**src/rtl/width_packer.sv**
```systemverilog
// width_packer: packs WIDTH_IN-bit beats little-endian into WIDTH_OUT-bit words behind a one-entry registered output.
// Defining PACKER_FLUSH_EN compiles in the partial-word flush; otherwise the flush port is ignored.
module width_packer #(
  parameter int WIDTH_IN  = 4,
  parameter int WIDTH_OUT = 8
) (
  input  logic                 clk,
  input  logic                 reset,
  input  logic [WIDTH_IN-1:0]  in_data,
  input  logic                 in_valid,
  output logic                 in_ready,
  input  logic                 flush,
  output logic [WIDTH_OUT-1:0] out_data,
  output logic                 out_valid,
  input  logic                 out_ready,
  output logic                 out_partial,
  output logic [15:0]          word_count
);
  localparam int RATIO = (WIDTH_IN > 0) ? (WIDTH_OUT / WIDTH_IN) : 0;
  localparam int CW = (RATIO > 1) ? $clog2(RATIO) : 1;
  localparam logic [CW-1:0] LAST = CW'(RATIO - 1);

  if (WIDTH_IN < 1 || RATIO < 1 || (WIDTH_OUT % WIDTH_IN) != 0) begin : gBadParams
    $error("width_packer: WIDTH_OUT must be a positive integer multiple of WIDTH_IN");
  end

  logic [WIDTH_OUT-1:0] acc_q, acc_d;
  logic [WIDTH_OUT-1:0] outData_q, outData_d;
  logic [WIDTH_OUT-1:0] merged;
  logic [CW-1:0]        cnt_q, cnt_d;
  logic                 outValid_q, outValid_d;
  logic                 partial_q, partial_d;
  logic [15:0]          count_q, count_d;
  logic                 free, accept, complete, flushFire, load, handshake;

  assign free      = !outValid_q || out_ready;
  assign in_ready  = (cnt_q != LAST) || free;
  assign accept    = in_valid && in_ready;
  assign complete  = accept && (cnt_q == LAST);
  assign handshake = outValid_q && out_ready;
  // Slices above cnt are always zero, so OR-ing the shifted beat in is a clean merge.
  assign merged    = acc_q | (WIDTH_OUT'(in_data) << (cnt_q * WIDTH_IN));

`ifdef PACKER_FLUSH_EN
  assign flushFire = flush && free && ((cnt_q != '0) || accept);
`else
  logic unusedFlush;
  assign unusedFlush = flush;
  assign flushFire   = 1'b0;
`endif

  assign load = complete || flushFire;

  always_comb begin
    acc_d      = acc_q;
    cnt_d      = cnt_q;
    outData_d  = outData_q;
    outValid_d = outValid_q;
    partial_d  = partial_q;
    count_d    = handshake ? (count_q + 16'd1) : count_q;
    if (handshake) begin
      outValid_d = 1'b0;
    end
    // A load in the same cycle as a handshake overrides the clear, so no bubble.
    if (load) begin
      outData_d  = accept ? merged : acc_q;
      outValid_d = 1'b1;
      partial_d  = !complete;
      acc_d      = '0;
      cnt_d      = '0;
    end else if (accept) begin
      acc_d = merged;
      cnt_d = cnt_q + 1'b1;
    end
  end

  always_ff @(posedge clk or posedge reset) begin
    if (reset) begin
      acc_q      <= '0;
      cnt_q      <= '0;
      outData_q  <= '0;
      outValid_q <= 1'b0;
      partial_q  <= 1'b0;
      count_q    <= '0;
    end else begin
      acc_q      <= acc_d;
      cnt_q      <= cnt_d;
      outData_q  <= outData_d;
      outValid_q <= outValid_d;
      partial_q  <= partial_d;
      count_q    <= count_d;
    end
  end

  assign out_data    = outData_q;
  assign out_valid   = outValid_q;
  assign out_partial = partial_q;
  assign word_count  = count_q;

endmodule
```
**config.mk**
```make
export PLATFORM = sky130hd
export DESIGN_NAME = width_packer
export DESIGN_NICKNAME = d
export VERILOG_FILES = /design/src/rtl/width_packer.sv
export SDC_FILE = /design/constraint.sdc
export NUM_CORES = 1
export LEC_CHECK = 0
export ABC_CLOCK_PERIOD_IN_PS = 1500
export CAP_MARGIN = 20
export CORE_UTILIZATION = 47
export DETAILED_ROUTE_END_ITERATION = 10
export GPL_ROUTABILITY_DRIVEN = 0
export GPL_TIMING_DRIVEN = 1
export PLACE_DENSITY = 0.81
export SYNTH_ARGS = -nofsm -noshare
export SYNTH_HDL_FRONTEND = slang
export SYNTH_SLANG_ARGS = --single-unit
```
**constraint.sdc**
```tcl
create_clock -name clk -period 1.5 [get_ports clk]
set_input_delay 0.225 -clock clk [delete_from_list [all_inputs] [get_ports clk]]
set_output_delay 0.225 -clock clk [all_outputs]
set_load 0.01 [all_outputs]
```
==> impl_metrics.yaml <==
status:
  status: "finished, final reports clean"
cells_and_area:
  layout_common_cells: "dfrtp_1 (35), buf_4 (24), dlymetal6s2s_1 (19)"
  antennaDiodeCount: 0
  post-route-util_pct: 75.6
  nFillCells: 200
  area_delta_synth_final_pct: 49.9
  fin_nets: 190
  layout-drive-gt1-share_pct: 22.7
  final_common_cell: "dfrtp_1"
sta:
  maxSlewHeadroom_pct: 71.9
  maxSlewViolCount: 0
  finalSetupViolations: 0
  hold_viol_final: 0
  tightest_slew_ns: 0.422
  max_freq_mhz: 693
  fin_skew_ns: 0.00820
  fin_crit_ns: 1.44
  min_period_over_period_pct: 96.2
  fin_setup_tns_ns: 0
setup_path:
  reg2reg_from: "word_count[0]"
  ff2ff_setup_slack_ns: 0.12
  worstPathMaxFanout: 2
  max_stage_delay_ns: 0.53
  cp-end-kind: "output pin"
  r2r_cells: 6
  setup.worst_path.class: "reg -> out"
  worstPathRequired_ns: 1.27
  crit_family: "buffers and inverters"
  path_cells: "clkdlybuf4s50_1"
  cpMaxStageDelayCell: "clkdlybuf4s50_1"
  worstPathArrival_ns: 1.22
  worstReg2RegEnd: "word_count[10]"
  crit_path_start_kind: "flop"
  critPathBufInv: 1
global_routing:
  grt_start_max_net_pins: 36
  antenna_found_initial: 0
  overflow: 0
  grt_pass1_wl_um: 4770
  grt_pass1_vias: 1068
  track_usage_pct: 19.9
power_and_ir_drop:
  ir_worst_vdd_mv: 1.50
  powerDensity_nw_per_um2: 1470
  power.leakage_nw: 1.24
floorplanning:
  die-area_um2: 3210
  io-pin-count: 36
  initial_core_util_pct: 50.4
  die_y_um: 56.6
  die_w_um: 56.6
  placeableCoreArea_um2: 2780
  rows: 19
logic_synthesis:
  syn_avg_cell_area_um2: 12.0
  seq_area_frac_synth_pct: 62.4
  yosys.cell_types.count: 22
  synth_nets: 127
  synth_area_um2: 1400
  yosysTopAreaCell: "dfrtp_1"
  synth_top_area_share_pct: 62.4
  synthTopCellsByArea: "dfrtp_1 (62%), xnor2_1 (8.1%), nor2_1 (4.5%)"
  yosysWarnings: 0
  yosys_register_bits: 35
  synth_cells: 117
placed_design:
  io_buffers: 34
  dp_hpwl_um: 1870
route:
  route.detailed.drc: 0
  viasPerCell: 4.98
  drtIter0Drc: 22
  vias: 1055
  wirelength_um: 2820
  first_pass_iters: 4
  wl_per_cell_um: 13.3
  ant_nets: 0
clock_network:
  cts.sinks: 35
  clk_pin_slew_ns: 0.11
  htree_levels: 2
  root_buffer: "clkbuf_4"
  cts_tree: "built"
  cts_buffers: 5
  clkLatencyLatePin_ns: 0.34
  clock_path_buffers: 2
flow_run:
  max_cap_viol_count: 0
min_path:
  hp-class: "in -> async"
## how the worst max path moves through the flow
stage                   from             end  depth (start not counted)
6_report       word_count[7]   word_count[7]                          1
3_3_place_gp       out_ready  word_count[10]                          6
2_1_floorplan      out_valid     out_data[0]                          4
3_5_place_dp       out_ready  word_count[10]                          6
4_1_cts          out_data[5]     out_data[5]                          1
5_1_grt        word_count[0]   word_count[8]                          6
## area by class of cell
type | count | area (µm²) | area share, %
flip-flops and latches | 35 | 876 | 41.7
inverters | 3 | 11.3 | 0.536
well taps | 31 | 38.8 | 1.85
multi-input cells | 77 | 515 | 24.5
clock buffers | 6 | 41.3 | 1.96
repair buffers | 58 | 559 | 26.6
clock inverters | 2 | 60.1 | 2.86
## cells by family after synthesis
| logic type | count (synthesis) | synth area share, % |
|---|---|---|
| muxes | 5 | 4.55 |
| buffers and inverters | 5 | 2.14 |
| and+or+nand+nor | 47 | 17.2 |
| DFF | 35 | 62.4 |
| adders and majority gates | 1 | 0.892 |
| xor gates and xnor gates | 15 | 9.37 |
| AOI/OAI and AO/OA | 9 | 3.39 |
## stage by stage
stage	setup slack [ns]	total power [mW]	std cells	area, µm²	hold WS (ns)
after floorplan	0.184	1.72	117	1400	0.350
after global placement	-0.129	2.18	192	1850	0.460
after detailed placement	-0.132	2.23	192	1850	0.486
after CTS	0.00499	3.12	212	2040	0.290
after global routing	-0.00322	3.28	212	2100	0.321
final	0.0567	3.09	212	2100	0.277
## registers in the layout (all words and copies together) (netlist names)
register     flops
acc_q            8
cnt_q            1
out_data         8
out_partial      1
out_valid        1
word_count      16
## where the power goes
group / internal, mW / switching (mW)
registers: 1.15 / 0.130
clock network: 0.520 / 0.314
logic: 0.552 / 0.420
## per-layer routing
layer  part of all wire, %  global-route usage (%)  up-vias
met1                    41                    23.8      510
met2                    51                    32.6       30
met5                     0                       0        -
met4                   1.9                    6.27        0
met3                   5.8                    8.29        6
li1                      -                       -      509
## cells in the mapped netlist
library cell  number
dfrtp_1           35
nor2_1            17
xnor2_1           13
a21oi_1            8
nand2_1            7
nand3_1            7
nor2b_1            5
nand4_1            4
inv_1              3
mux2_2             3
and3_1             2
mux2_4             2
xor2_1             2
a21boi_1           1
buf_4              1
buf_6              1
ha_1               1
nand2b_1           1
nor2_2             1
nor2_4             1
nor2b_4            1
nor3_2             1
## worst register-to-register path, stage by stage, from the launching register on
cell     delay [ns]
dfrtp_1        0.36
buf_4          0.14
ha_4           0.13
nand4_1        0.17
nor3_4         0.25
nand2_1        0.09
xnor2_1        0.13
## repair_timing
| action | in CTS | in global routing |
|---|---|---|
| gates resized for setup | 7 | 22 |
| hold buffers | 0 | 0 |
| pin swaps | 0 | 3 |
| setup endpoints to repair | 19 | 23 |
| setup buffers | 12 | 0 |
No activity file was read; power rests on OpenSTA's default activity.
